$ cat src/rtl/alu_seq_ctrl.sv
// Multi-cycle Moore controller sequencing the register-file/ALU datapath, one instruction per s.
// Build option: define ALU_SEQ_ILLEGAL_TRAP_EN to trap on illegal encodings instead of a NOP.
module alu_seq_ctrl #(
   parameter int unsigned NSEL_W = 3,
   parameter int unsigned VSEL_W = 2
) (
   input  logic              clk,
   input  logic              reset_n,
   input  logic              s,
   input  logic [2:0]        opcode,
   input  logic [1:0]        op,
   output logic              w,
   output logic [NSEL_W-1:0] nsel,
   output logic [VSEL_W-1:0] vsel,
   output logic              write,
   output logic              loada,
   output logic              loadb,
   output logic              loadc,
   output logic              loads,
   output logic              asel,
   output logic              bsel,
   output logic [1:0]        alu_op,
   output logic              err
);

`ifdef ALU_SEQ_ILLEGAL_TRAP_EN
   typedef enum logic [2:0] {
      StWait   = 3'd0,
      StDecode = 3'd1,
      StMovImm = 3'd2,
      StGetA   = 3'd3,
      StGetB   = 3'd4,
      StExec   = 3'd5,
      StWrite  = 3'd6,
      StTrap   = 3'd7
   } state_e;
`else
   typedef enum logic [2:0] {
      StWait   = 3'd0,
      StDecode = 3'd1,
      StMovImm = 3'd2,
      StGetA   = 3'd3,
      StGetB   = 3'd4,
      StExec   = 3'd5,
      StWrite  = 3'd6
   } state_e;
`endif

   state_e     state_q, state_d;
   logic [2:0] opcode_q, opcode_d;
   logic [1:0] op_q, op_d;

   logic is_mov_imm, is_mov_reg, is_add, is_cmp, is_and, is_mvn;

   assign is_mov_imm = (opcode_q == 3'b110) && (op_q == 2'b10);
   assign is_mov_reg = (opcode_q == 3'b110) && (op_q == 2'b00);
   assign is_add     = (opcode_q == 3'b101) && (op_q == 2'b00);
   assign is_cmp     = (opcode_q == 3'b101) && (op_q == 2'b01);
   assign is_and     = (opcode_q == 3'b101) && (op_q == 2'b10);
   assign is_mvn     = (opcode_q == 3'b101) && (op_q == 2'b11);

   always_ff @(posedge clk or negedge reset_n) begin
      if (!reset_n) begin
         state_q  <= StWait;
         opcode_q <= 3'b000;
         op_q     <= 2'b00;
      end else begin
         state_q  <= state_d;
         opcode_q <= opcode_d;
         op_q     <= op_d;
      end
   end

   // Fields are captured only on the start edge so later input changes cannot disturb execution.
   always_comb begin
      opcode_d = opcode_q;
      op_d     = op_q;
      if ((state_q == StWait) && s) begin
         opcode_d = opcode;
         op_d     = op;
      end
   end

   always_comb begin
      state_d = StWait;
      case (state_q)
         StWait:   state_d = s ? StDecode : StWait;
         StDecode: begin
            if (is_mov_imm) begin
               state_d = StMovImm;
            end else if (is_mov_reg || is_mvn) begin
               state_d = StGetB;
            end else if (is_add || is_cmp || is_and) begin
               state_d = StGetA;
            end else begin
`ifdef ALU_SEQ_ILLEGAL_TRAP_EN
               state_d = StTrap;
`else
               state_d = StWait;
`endif
            end
         end
         StMovImm: state_d = StWait;
         StGetA:   state_d = StGetB;
         StGetB:   state_d = StExec;
         StExec:   state_d = is_cmp ? StWait : StWrite;
         StWrite:  state_d = StWait;
`ifdef ALU_SEQ_ILLEGAL_TRAP_EN
         StTrap:   state_d = StTrap;
`endif
         default:  state_d = StWait;
      endcase
   end

   always_comb begin
      w      = 1'b0;
      nsel   = '0;
      vsel   = '0;
      write  = 1'b0;
      loada  = 1'b0;
      loadb  = 1'b0;
      loadc  = 1'b0;
      loads  = 1'b0;
      asel   = 1'b0;
      bsel   = 1'b0;
      alu_op = 2'b00;
      err    = 1'b0;
      case (state_q)
         StWait: w = 1'b1;
         StMovImm: begin
            nsel  = NSEL_W'(3'b001);
            vsel  = VSEL_W'(2'b10);
            write = 1'b1;
         end
         StGetA: begin
            nsel  = NSEL_W'(3'b001);
            loada = 1'b1;
         end
         StGetB: begin
            nsel  = NSEL_W'(3'b100);
            loadb = 1'b1;
         end
         StExec: begin
            asel  = is_mov_reg || is_mvn;
            loads = is_cmp;
            loadc = !is_cmp;
            if (is_cmp) begin
               alu_op = 2'b01;
            end else if (is_and) begin
               alu_op = 2'b10;
            end else if (is_mvn) begin
               alu_op = 2'b11;
            end else begin
               alu_op = 2'b00;
            end
         end
         StWrite: begin
            nsel  = NSEL_W'(3'b010);
            vsel  = VSEL_W'(2'b01);
            write = 1'b1;
         end
`ifdef ALU_SEQ_ILLEGAL_TRAP_EN
         StTrap: err = 1'b1;
`endif
         default: ;
      endcase
   end

endmodule

$ cat config.mk
export PLATFORM = sky130hd
export DESIGN_NAME = alu_seq_ctrl
export DESIGN_NICKNAME = d
export VERILOG_FILES = /design/src/rtl/alu_seq_ctrl.sv
export SDC_FILE = /design/constraint.sdc
export NUM_CORES = 1
export LEC_CHECK = 0
export CORE_UTILIZATION = 41
export DETAILED_ROUTE_END_ITERATION = 8
export PLACE_DENSITY = 0.83
export SYNTH_ARGS = -nofsm -noshare
export SYNTH_HDL_FRONTEND = slang
export SYNTH_SLANG_ARGS = --single-unit
$ cat constraint.sdc
create_clock -name clk -period 2.15 [get_ports clk]
set_clock_uncertainty 0.2 [all_clocks]
set_input_delay 0.5375 -clock clk [delete_from_list [all_inputs] [get_ports clk]]
set_output_delay 0.5375 -clock clk [all_outputs]
set_load 0.02 [all_outputs]
* After elaboration in Yosys (flattened, before gate mapping)
Cells that the tools add are included.
** Storage, ports and cells
- Register bits :: 8
- Bits in latches :: 0
- RAM bits :: 0
- ROM bits :: 0
- Word-level logic and storage cells :: 48
- Memories :: 0
** Cells by class
- Add/sub/neg operators :: 0
- $mul :: 0
- Divide/modulo/power cells :: 0
- Order comparisons :: 0
- Equal/unequal tests :: 11
- Shifts and indexed selects :: 0
- Mux-type cells :: 19
- Bitwise operators :: 0
- Reduce and logical (&&, ||, !) cells :: 15
** Operators by type and width (count)
- == test 3 bit (second input constant) :: 5
- one-hot mux 3 bit (5 select lines) :: 1
- two-way mux 2 bit :: 5
- two-way mux 3 bit :: 3
- one-hot mux 3 bit (3 select lines) :: 1
- two-way mux 1 bit :: 8
- logical AND 1 bit :: 7
- == test 3 x 2 -> 1 bit (second input constant) :: 2
- == test 2 bit (second input constant) :: 2
- one-hot mux 2 bit (2 select lines) :: 1
- OR reduction 2 bit :: 2
- == test 3 x 1 -> 1 bit (second input constant) :: 1
- logical NOT 3 bit :: 1
- logical OR 1 bit :: 3
- == test 2 x 1 -> 1 bit (second input constant) :: 1
- logical NOT 2 bit :: 1
- logical NOT 1 bit :: 1

* Logic depth before layout (Yosys ltp)
Gate-level depths: netlist (run 1).
- Word-level depth :: 8
- Mapped depth :: 5
- Gate-level depth less buffers :: 3

* Least setup slack after synthesis (run 1)
Ideal clock, no wire load.
- Path kind :: flip-flop to output port
- From :: register state_q[0]
- To :: output port vsel[0]
- Arrival time :: 1.417 ns
- Required time :: 1.412 ns
- Slack :: -0.004 ns
- Stages on the path, launching flop included :: 5
- Buffers on the path :: 2
- Cell sequence :: dfrtp_1 > buf_2 > nor2b_1 > and2_1 > buf_4
** On the way
- Word-level cells in the longest chain between the ends :: 2
- Elaborated cells between the ends (all ways) :: 3
** Ends and longest elaborated chain
- from (decl) :: line 49 : state_e state_q, state_d;
- from (signal assigned) :: line 64 : state_q <= StWait;
- from (signal assigned) :: line 68 : state_q <= state_d;
- == test 3 bit / == test 3 x 2 -> 1 bit (equally long branches) :: line 128 : case (state_q)
- one-hot mux 2 bit (2 select lines) (*) :: line 128
- to (decl) :: line 14 : output logic [VSEL_W-1:0] vsel,
Every way passes the cells marked *; elsewhere a longest branch is shown, timed or not.

* Final worst setup path (run 1)
- From :: register opcode_q[0]
- To :: output port loads
** On the way
- Word-level cells in the longest chain between the ends :: 3
** Ends and longest elaborated chain
- from (decl) :: line 50 : logic [2:0] opcode_q, opcode_d;
- from (signal assigned) :: line 69 : opcode_q <= opcode_d;
- == test 3 bit :: line 58 : assign is_cmp = (opcode_q == 3'b101) && (op_q == 2'b01);
- logical AND 1 bit :: line 58
- two-way mux 1 bit :: line 128
- to (decl) :: line 19 : output logic loads,
Every way passes these cells.

==> summary.md, run 1 <==
| Metric | Value |
|---|---|
| Run status | `finished, violations left` |
| Failing checks | `negative setup slack` |
| Core ar. | `1301 µm²` |
| Cell-by-cell trace of the critical path | `buf_6 -> nand3b_1 -> buf_4 -> nor4_4 -> buf_4` |
| Worst IR Drop VDD | `approximately 0.78 mV` |
| Total power | `1.402 mW` |
| RSZ-0062 raised after global routing | `true` |
| Vias in the first global route | `579` |
| Final hold violation count | `0` |
| Final Util | `approximately 70%` |
| Grt total ovfl | `0` |
| Final WS setup | `-0.1134 ns` |
| Crit path DAT | `1.53 ns` |
| Asr flop ratio synth | `between 90% and 100%` |
| Rows | `13` |
| Total Wirelength | `1.813 mm` |
| DR pass1 iterations | `4` |
| Min Clock Period, post-route | `roughly 2.3 ns` |
| Die area | `1567 µm²` |
| CTS Hold Buffers Added | `0` |
| DP Cell Count | `105` |
| Crit start category | `flop` |
| Final non-filler cell total | `about 110` |
| Die height | `just under 40 µm` |
| GR Util All Layers | `25.33%` |
| Area delta synth->final | `60.26%` |
| Pleak | `0.4428 nW` |
| Post-synthesis cell count | `60` |
| Via density | `5.411` |
| Hold Path Class | `in -> async` |
| Critical path type | `reg -> out` |
| Post-route clock period utilization | `105.3%` |
| Sequential Power Share | `21.7%` |
| # H-tree levels | `1` |
| Synth Register Bits | `8` |
| Logic pwr share | `69.3%` |
| Primary FF master, synth | `dfrtp_1` |
| Top cell by count, worst path | `buf_4` |
| Antenna Nets Post-Route | `0` |
| Fmax | `441.8 MHz` |
| Fin nets | `107` |
| Root Driver | `clkbuf_4` |
| First-pass GRT wire length | `2.559 mm` |
| NetSw | `0.6053 mW` |
| Setup violations, final | `4` |
| Placer Congestion | `0.8163` |
| Yosys warnings | `0` |
| Slowest stage cell, crit path | `dfrtp_1` |
| Avg Synthesized Cell Area | `9.655 µm²` |
| CP Capture Type | `output pin` |
| Clock power share | `9.0%` |
| Worst skew pair latency | `0.26 ns` |
| Initial antenna violation count | `0` |
| Antenna cells | `0` |
| Synthesized area | `579.3 µm²` |
| Number of buffers inserted by port buffering | `21` |
| Data required, critical path | `~1.4 ns` |
| Crit path largest cell delay | `about 0.39 ns` |
| Layout fillers | `98` |
| Max Slew Vio Count | `0` |
| Sum Neg Setup Slack | `-0.2333 ns` |
| Largest net degree at the start of global routing | `10` |
| CTS tree | `built` |
| Starting density of the core | `44.52%` |
| Die Wd | `39.59 µm` |
| CP max FO | `5` |
| Sequential share of the synthesized area | `34.56%` |
| Clock transition at path regs | `roughly 0.06 ns` |
| Share of cells above drive strength 1 | `43.30%` |
| DP HPWL | `1.121 mm` |
| Post-synth EDFFs | `0` |
| Total CTS buffers | `3` |
| Switching share of power | `43.16%` |
| Max cap viols | `0` |
| DR WL/cell | `approximately 16 µm` |
| Max clock buf depth | `2` |
| WHS | `0.3619 ns` |
| Residual DRC | `0` |
| P_int | `approximately 0.8 mW` |
| Count of cell types in the netlist | `30` |
| Pwr dens | `approximately 1500 nW/µm²` |
| Initial detailed-routing violation count | `15` |
| CTS sink count | `8` |
| Via count | `606` |
| Total I/O pin count | `24` |
-- per-layer routing --
| metal | global-route usage [%] | part of all wire [%] |
|---|---|---|
| met5 | 0 | 0 |
| met2 | 45.90 | 53 |
| met1 | 27.05 | 40 |
| met4 | 15.52 | 1.6 |
| met3 | 3.409 | 5.6 |
-- registers in the layout, indices dropped and copies added (netlist names) --
signal    count
state_q       3
op_q          2
opcode_q      3
-- power groups by stage --
stage | sequential, mW | combinational (mW) | clock (mW)
final | 0.305 | 0.972 | 0.126
after global routing | 0.306 | 1.03 | 0.134
after floorplan | 0.307 | 0.512 | 0
after global placement | 0.282 | 0.873 | 0
after detailed placement | 0.288 | 0.896 | 0
after CTS | 0.295 | 0.894 | 0.125
-- synth_stat cells, types with 3 or more instances --
cell type | count | area (µm²)
and2_1 | 3 | 18.77
buf_4 | 3 | 22.52
dfrtp_1 | 8 | 200.2
mux2_4 | 4 | 60.06
nor2_1 | 3 | 11.26
nor3_1 | 3 | 15.01
o21ai_0 | 4 | 20.02
-- logic make-up (layout without fill, tap and decap cells) --
kind of cell	Yosys count	in the layout	synth area share, %
AND/OR/NAND/NOR	27	27	31.32
AO/OA/AOI/OAI	11	11	12.31
buffers and inverters	9	45	10.80
flip-flops	8	8	34.56
multiplexers	4	4	10.37
other	1	2	0.6473
-- final timing paths --
check	to	cells past startpoint	slack (ns)	from
worst max-delay path	loads	5	-0.11	opcode_q[0]
worst max register to register	opcode_q[2]	5	0.44	state_q[2]
worst min register to register	state_q[0]	2	0.40	state_q[1]
max in group asynchronous	opcode_q[2]	1	1.11	reset_n
min in group clk	state_q[0]	2	0.40	state_q[1]
worst min-delay path	state_q[0]	1	0.36	reset_n
-- critical path, delay by kind of cell, from the launching register on --
kind	cells	cell delay, ns
and+or+nand+nor	2	0.34
buffers and inverters	3	0.54
DFF	1	0.39
-- metrics by stage --
stage	cell area (µm²)	worst slack (ns)
2_1_floorplan	585.6	0.003077
3_3_place_gp	872.1	-0.08862
3_5_place_dp	872.1	-0.1859
4_1_cts	909.6	-0.05173
5_1_grt	928.4	-0.1288
6_report	928.4	-0.1134
-- cell type report --
cell class                      count  area (µm²)  share of cell area [%]
Multi-Input combinational cell     44       354.1                   38.14
Inverter                            2       7.507                  0.8086
Tap cell                           15       18.77                   2.022
Clock buffer                        3       22.52                   2.426
Timing Repair Buffer               40       325.3                   35.04
Sequential cell                     8       200.2                   21.56
-- repair_timing --
action	4_1_cts	5_1_grt
resized for setup	38	14
setup buffers	2	2
endpoints found under the setup margin	14	11
pin swaps	1	2
-- cells in the final DEF, fill, tap and decap left out, types with 2 or more instances in the layout --
cell type | synthesis | layout
a21oi_1 | 2 | 2
a221oi_1 | 2 | 2
and2_1 | 3 | 3
buf_4 | 3 | 20
buf_6 | 2 | 2
clkbuf_2 | 0 | 4
clkbuf_4 | 0 | 3
clkdlybuf4s15_1 | 0 | 2
clkdlybuf4s50_1 | 0 | 7
conb_1 | 1 | 2
dfrtp_1 | 8 | 8
dlygate4sd2_1 | 0 | 3
inv_1 | 2 | 2
mux2_4 | 4 | 4
nand3_1 | 2 | 2
nand3b_1 | 2 | 2
nor2_1 | 3 | 3
nor3_2 | 0 | 2
nor3b_1 | 2 | 2
o21ai_0 | 4 | 3
Power figures use the tool's default switching activity.
==> inputs of run 2 (changes only) <==
--- a/config.mk
+++ b/config.mk
@@ -5,9 +5,12 @@
 export SDC_FILE = /design/constraint.sdc
 export NUM_CORES = 1
 export LEC_CHECK = 0
-export CORE_UTILIZATION = 41
+export CELL_PAD_IN_SITES_DETAIL_PLACEMENT = 0
+export CELL_PAD_IN_SITES_GLOBAL_PLACEMENT = 2
+export CORE_UTILIZATION = 23
 export DETAILED_ROUTE_END_ITERATION = 8
-export PLACE_DENSITY = 0.83
+export PLACE_DENSITY = 0.81
+export SKIP_LAST_GASP = 1
 export SYNTH_ARGS = -nofsm -noshare
 export SYNTH_HDL_FRONTEND = slang
 export SYNTH_SLANG_ARGS = --single-unit
==> run 2 against run 1 <==
Net effect: the run now ends clean; first-iteration DRC count down 67%; non-clock buffer count down 2; count of clock-buffer cells in the layout unchanged; critical path depth down 2; power down 8.2%; die area up 74%; sequential share of layout area up 0.78 points; sequential power down 4%; global-route usage down 15 points; register-to-register slack about the same.
==> summary.md, run 2 (same netlist as run 1, synthesis figures left out) <==
| Metric | Value |
|---|---|
| Fin nets | `105 (-1.9%)` |
| Die Wd | `52.19 µm (+32%)` |
| Rows | `17 (+4)` |
| Commonest non-fill, non-tap cell in the layout | `buf_4` |
| Logic pwr share | `68.4% (-0.9 points)` |
| Root Driver | `clkbuf_4` |
| Residual DRC | `0 (unchanged)` |
| Total Wirelength | `1.295 mm (-29%)` |
| Switching share of power | `40.21% (-3.0 points)` |
| Antenna cells | `0 (unchanged)` |
| GR Util All Layers | `10.52% (-15 points)` |
| Most frequent cells in the layout | `buf_4, dfrtp_1, clkdlybuf4s50_1` |
| Reg2reg path depth | `5 (unchanged)` |
| Fmax | `482.6 MHz (+9.2%)` |
| Critical path type | `reg -> out` |
| R2R Setup Slk | `0.45 ns (about the same)` |
| Pleak | `0.4350 nW (-1.8%)` |
| Total CTS buffers | `3 (unchanged)` |
| DP HPWL | `1.022 mm (-8.8%)` |
| Max clock buf depth | `2 (unchanged)` |
| P_int | `0.7695 mW (-3.4%)` |
| CTS Hold Buffers Added | `0 (unchanged)` |
| Crit path DAT | `1.33 ns (-0.20 ns)` |
| DR pass1 iterations | `4 (unchanged)` |
| WHS | `0.3775 ns (+0.01556 ns)` |
| Crit start category | `flop` |
| Core ar. | `2297 µm² (+77%)` |
| RSZ-0062 raised after global routing | `true` |
| RR Endpoint | `opcode_q[2]` |
| Post-route clock period utilization | `96.37% (-8.9 points)` |
| Initial detailed-routing violation count | `5 (-10)` |
| Max Slew Vio Count | `0 (unchanged)` |
| Crit path max-delay family | `simple AND/OR/NAND/NOR gates` |
| Pwr dens | `1436 nW/µm² (-4.9%)` |
| Via density | `4.504 (-17%)` |
| DR WL/cell | `10.53 µm (-35%)` |
| Final Util | `39.00% (-32 points)` |
| Cell-by-cell trace of the critical path | `nand3b_1 -> nor4_1 -> buf_2` |
| Area delta synth->final | `54.64%` |
| Sequential Power Share | `22.8% (+1.1 points)` |
| Die height | `52.19 µm (+32%)` |
| Vias in the first global route | `489 (-16%)` |
| Clock power share | `8.7% (-0.3 points)` |
| Worst IR Drop VDD | `0.6608 mV (-16%)` |
| Starting density of the core | `25.22% (-19 points)` |
| Final hold violation count | `0 (unchanged)` |
| Data required, critical path | `1.41 ns (about the same)` |
| Hold Path Class | `in -> async` |
| Crit path buf inv count | `1 (-2)` |
| # H-tree levels | `1 (unchanged)` |
| CP Capture Type | `output pin` |
| CP max FO | `4 (-1)` |
| Dpl ws | `-0.1348 ns (+0.05109 ns)` |
| Share of cells above drive strength 1 | `41.05% (-2.2 points)` |
| CTS sink count | `8 (unchanged)` |
| First-pass GRT wire length | `2.097 mm (-18%)` |
| Largest regs | `opcode_q x3, state_q x3, op_q x2` |
| Min Clock Period, post-route | `2.072 ns (-0.1914 ns)` |
| Number of buffers inserted by port buffering | `21 (unchanged)` |
| Largest net degree at the start of global routing | `10 (unchanged)` |
| NetSw | `0.5174 mW (-15%)` |
| Clock transition at path regs | `0.05 ns (about the same)` |
| Worst skew pair latency | `0.25 ns (about the same)` |
| Antenna Nets Post-Route | `0 (unchanged)` |
| Initial antenna violation count | `0 (unchanged)` |
| Via count | `554 (-8.6%)` |
| Reg2reg start | `state_q[2]` |
| Grt total ovfl | `0 (unchanged)` |
| Total I/O pin count | `24 (unchanged)` |
| Run status | `completed` |
| Crit path largest cell delay | `0.37 ns (-0.02 ns)` |
| CTS tree | `built` |
| Slowest stage cell, crit path | `dfrtp_1` |
| Layout fillers | `250 (+160%)` |
| Final WS setup | `0.07803 ns (+0.1914 ns)` |
| Setup violations, final | `0 (-4)` |
| Die area | `2723 µm² (+74%)` |
| Max cap viols | `0 (unchanged)` |
| Placer Congestion | `0.7769 (-4.8%)` |
## run 2: changes by cell type in the layout (fill, tap and decap cells not counted)
cell / change
buf_2: +2
buf_4: -4
buf_6: -1
clkbuf_2: +2
clkdlybuf4s15_1: -1
clkdlybuf4s15_2: -1
dlygate4sd2_1: +1
nor4_1: +1
nor4_4: -1
## run 2: worst max path at each step
stage / startpoint / end / slack, ns / cells after the start
2_1_floorplan: state_q[0] / loads / 0.003 / 3
4_1_cts: opcode_q[0] / asel / -0.15 / 5
6_report: state_q[1] / loads / 0.08 / 3
3_3_place_gp: op_q[1] / asel / -0.13 / 4
3_5_place_dp: op_q[1] / asel / -0.13 / 4
5_1_grt: state_q[1] / loads / -0.04 / 3
## run 2: what timing repair did
| action | 4_1_cts | 5_1_grt |
|---|---|---|
| setup endpoints to repair | 14 | 9 |
| gates resized for setup | 29 | 15 |
| pin swaps | 1 | 1 |
| buffers inserted | 1 | 2 |
## run 2: routing by layer
metal / GRT usage (%) / wire length, µm
met1: 12.48 / 577
met2: 18.16 / 626
met3: 4.348 / 84
met4: 1.316 / 6
met5: 0 / 0
## run 2: layout make-up
type                       instances  area, µm²  share of cell area [%]
tap                               28      35.03                   3.911
inverter                           2      7.507                  0.8380
sequential                         8      200.2                   22.35
timing repair buffer              38      291.5                   32.54
clock buffer                       3      22.52                   2.514
multi-input combinational         44      339.1                   37.85
## run 2: worst register-to-register path, stage by stage, from the launching register on
cell and delay, ns:
dfrtp_1 0.40, buf_4 0.18, nor3_4 0.19, buf_4 0.13, and2_4 0.18, mux2_4 0.30
## run 2: power groups by stage
| stage | Combinational [mW] | Clock (mW) | Sequential [mW] |
|---|---|---|---|
| global route | 0.953 | 0.126 | 0.304 |
| global placement | 0.862 | 0 | 0.289 |
| detailed placement | 0.864 | 0 | 0.291 |
| floorplan | 0.512 | 0 | 0.307 |
| finish | 0.881 | 0.112 | 0.294 |
| CTS | 0.841 | 0.118 | 0.289 |
## run 2: stage by stage
stage	setup TNS (ns)	power, mW	instance area, µm²	std cells
floorplan	0	0.8187	585.6	61
global placement	-0.3045	1.151	880.8	117
detailed placement	-0.3467	1.155	880.8	117
CTS	-0.1456	1.248	898.4	121
global route	-0.05116	1.383	895.9	123
finish	0	1.287	895.9	123
==> inputs of run 3 (changes only) <==
--- a/config.mk
+++ b/config.mk
@@ -7,6 +7,7 @@
 export LEC_CHECK = 0
 export CELL_PAD_IN_SITES_DETAIL_PLACEMENT = 0
 export CELL_PAD_IN_SITES_GLOBAL_PLACEMENT = 2
+export CORE_MARGIN = 2
 export CORE_UTILIZATION = 23
 export DETAILED_ROUTE_END_ITERATION = 8
 export PLACE_DENSITY = 0.81
==> run 3 against run 2 <==
Net effect: the run now ends with negative setup slack left; count of clock-buffer cells in the layout is the same; maximum frequency decreased by 3.8%; global-route usage up 0.73 points; power grew 0.92%.
==> summary.md, run 3 (same netlist as run 1, synthesis figures left out) <==
| Metric | Value |
|---|---|
| Die Wd | `54.19 µm (+3.8%)` |
| Placed Area | `883.3 µm² (+0.28%)` |
| DP HPWL | `1.122 mm (+9.8%)` |
| CTS Hold Buffers Added | `0 (unchanged)` |
| Data required, critical path | `1.41 ns (about the same)` |
| Cell-by-cell trace of the critical path | `buf_6 -> and4b_1 -> o21ai_0 -> nor2_1 -> clkbuf_2` |
| Crit path buf inv count | `2 (+1)` |
| Sum Neg Setup Slack | `-0.004292 ns (-0.004292 ns)` |
| # H-tree levels | `1 (unchanged)` |
| Number of buffers inserted by port buffering | `21 (unchanged)` |
| Hold Path Class | `in -> async` |
| GR Util All Layers | `11.25% (+0.73 points)` |
| Max cap viols | `0 (unchanged)` |
| Setup violations, final | `1 (+1)` |
| Largest net degree at the start of global routing | `10 (unchanged)` |
| Post-route clock period utilization | `100.2% (+3.8 points)` |
| Multi-input gate area | `349.1 µm² (+3.0%)` |
| RSZ-0062 raised after global routing | `true` |
| Antenna cells | `0 (unchanged)` |
| Largest regs | `opcode_q x3, state_q x3, op_q x2` |
| CP max FO | `4 (unchanged)` |
| Grt total ovfl | `0 (unchanged)` |
| CP Capture Type | `output pin` |
| Antenna Nets Post-Route | `0 (unchanged)` |
| Initial detailed-routing violation count | `5 (unchanged)` |
| Failing checks | `negative setup slack` |
| Max clock buf depth | `2 (unchanged)` |
| DR pass1 iterations | `4 (unchanged)` |
| Crit path DAT | `1.42 ns (+0.09 ns)` |
| Crit path largest cell delay | `0.41 ns (+0.04 ns)` |
| Fmax | `464.2 MHz (-3.8%)` |
| Crit start category | `flop` |
| Die height | `54.19 µm (+3.8%)` |
| CTS sink count | `8 (unchanged)` |
| Final WS setup | `-0.004292 ns (-0.08232 ns)` |
| Critical path type | `reg -> out` |
| Min Clock Period, post-route | `2.154 ns (+0.08232 ns)` |
| DR WL/cell | `11.35 µm (+7.8%)` |
| Commonest non-fill, non-tap cell in the layout | `buf_4` |
| Slowest stage cell, crit path | `dfrtp_1` |
| Clock transition at path regs | `0.05 ns (about the same)` |
| Worst skew pair latency | `0.26 ns (about the same)` |
| Pwr dens | `1438 nW/µm² (about the same)` |
| Crit path max-delay family | `flip-flops` |
| Final non-filler cell total | `124 (+0.81%)` |
| Worst IR Drop VDD | `0.6303 mV (-4.6%)` |
| Max Slew Vio Count | `0 (unchanged)` |
| Fin nets | `104 (-0.95%)` |
| Pleak | `0.4331 nW (-0.45%)` |
| First-pass GRT wire length | `2.270 mm (+8.2%)` |
| Layout fillers | `275 (+10%)` |
| Die area | `2936 µm² (+7.8%)` |
| Rows | `18 (+1)` |
| Total power | `1.299 mW (+0.92%)` |
| DP Cell Count | `119 (+1.7%)` |
| Run status | `finished, violations left` |
| Fin area | `903.4 µm² (+0.84%)` |
| Via count | `556 (+0.36%)` |
| Area delta synth->final | `55.94%` |
| Initial antenna violation count | `0 (unchanged)` |
| CTS tree | `built` |
| Final hold violation count | `0 (unchanged)` |
| Most frequent cells in the layout | `buf_4, dfrtp_1, clkdlybuf4s50_1` |
| Starting density of the core | `23.82% (-1.4 points)` |
| Core ar. | `2432 µm² (+5.9%)` |
| Via density | `4.484 (-0.45%)` |
| Residual DRC | `0 (unchanged)` |
| Total Wirelength | `1.408 mm (+8.7%)` |
| Total I/O pin count | `24 (unchanged)` |
| Vias in the first global route | `510 (+4.3%)` |
| Placer Congestion | `0.7423 (-4.5%)` |
| WHS | `0.3606 ns (-0.01687 ns)` |
| FF+latch area | `200.2 µm² (unchanged)` |
| Total CTS buffers | `3 (unchanged)` |
| Root Driver | `clkbuf_4` |
| Share of cells above drive strength 1 | `40.43% (-0.63 points)` |
-- run 3: stage by stage --
| step | utilization, % | setup slack [ns] |
|---|---|---|
| 4_1_cts | 37.09 | -0.1973 |
| 3_3_place_gp | 36.32 | -0.1244 |
| 5_1_grt | 37.14 | -0.1030 |
| 6_report | 37.14 | -0.004292 |
| 2_1_floorplan | - | 0.003077 |
| 3_5_place_dp | 36.32 | -0.1775 |
-- run 3: worst paths after layout --
kind,startpoint,endpoint,slack [ns],depth (start not counted)
max,opcode_q[0],asel,-0.004,5
min,reset_n,state_q[0],0.36,1
max reg2reg,state_q[2],op_q[0],0.46,5
min reg2reg,state_q[1],state_q[0],0.38,2
max in group asynchronous,reset_n,op_q[0],1.12,1
min in group clk,state_q[1],state_q[0],0.38,2
-- run 3: power breakdown --
part           switching [mW]  total, mW  internal [mW]
logic                   0.419      0.891          0.471
registers              0.0645      0.291          0.227
clock network          0.0530      0.117         0.0640
total                   0.537       1.30          0.762
-- run 3: routing by layer --
layer	wire, µm	vias up	track usage, %
met4	23	0	6.250
met1	552	257	11.91
met3	90	3	3.611
li1	-	280	-
met2	741	16	19.48
met5	0	-	0
-- run 3: final cells by class --
cell class | instances | share of cell area, %
Timing Repair Buffer | 37 | 31.72
Tap cell | 30 | 4.155
Sequential cell | 8 | 22.16
Inverter | 2 | 0.8310
Clock buffer | 3 | 2.493
Multi-Input combinational cell | 44 | 38.64
-- run 3: timing repair --
| action | 4_1_cts | 5_1_grt |
|---|---|---|
| setup endpoints to repair | 14 | 10 |
| endpoints found under the hold margin | 0 | 0 |
| setup buffers | 1 | 1 |
| pin swaps | 1 | 1 |
| resized for setup | 29 | 16 |
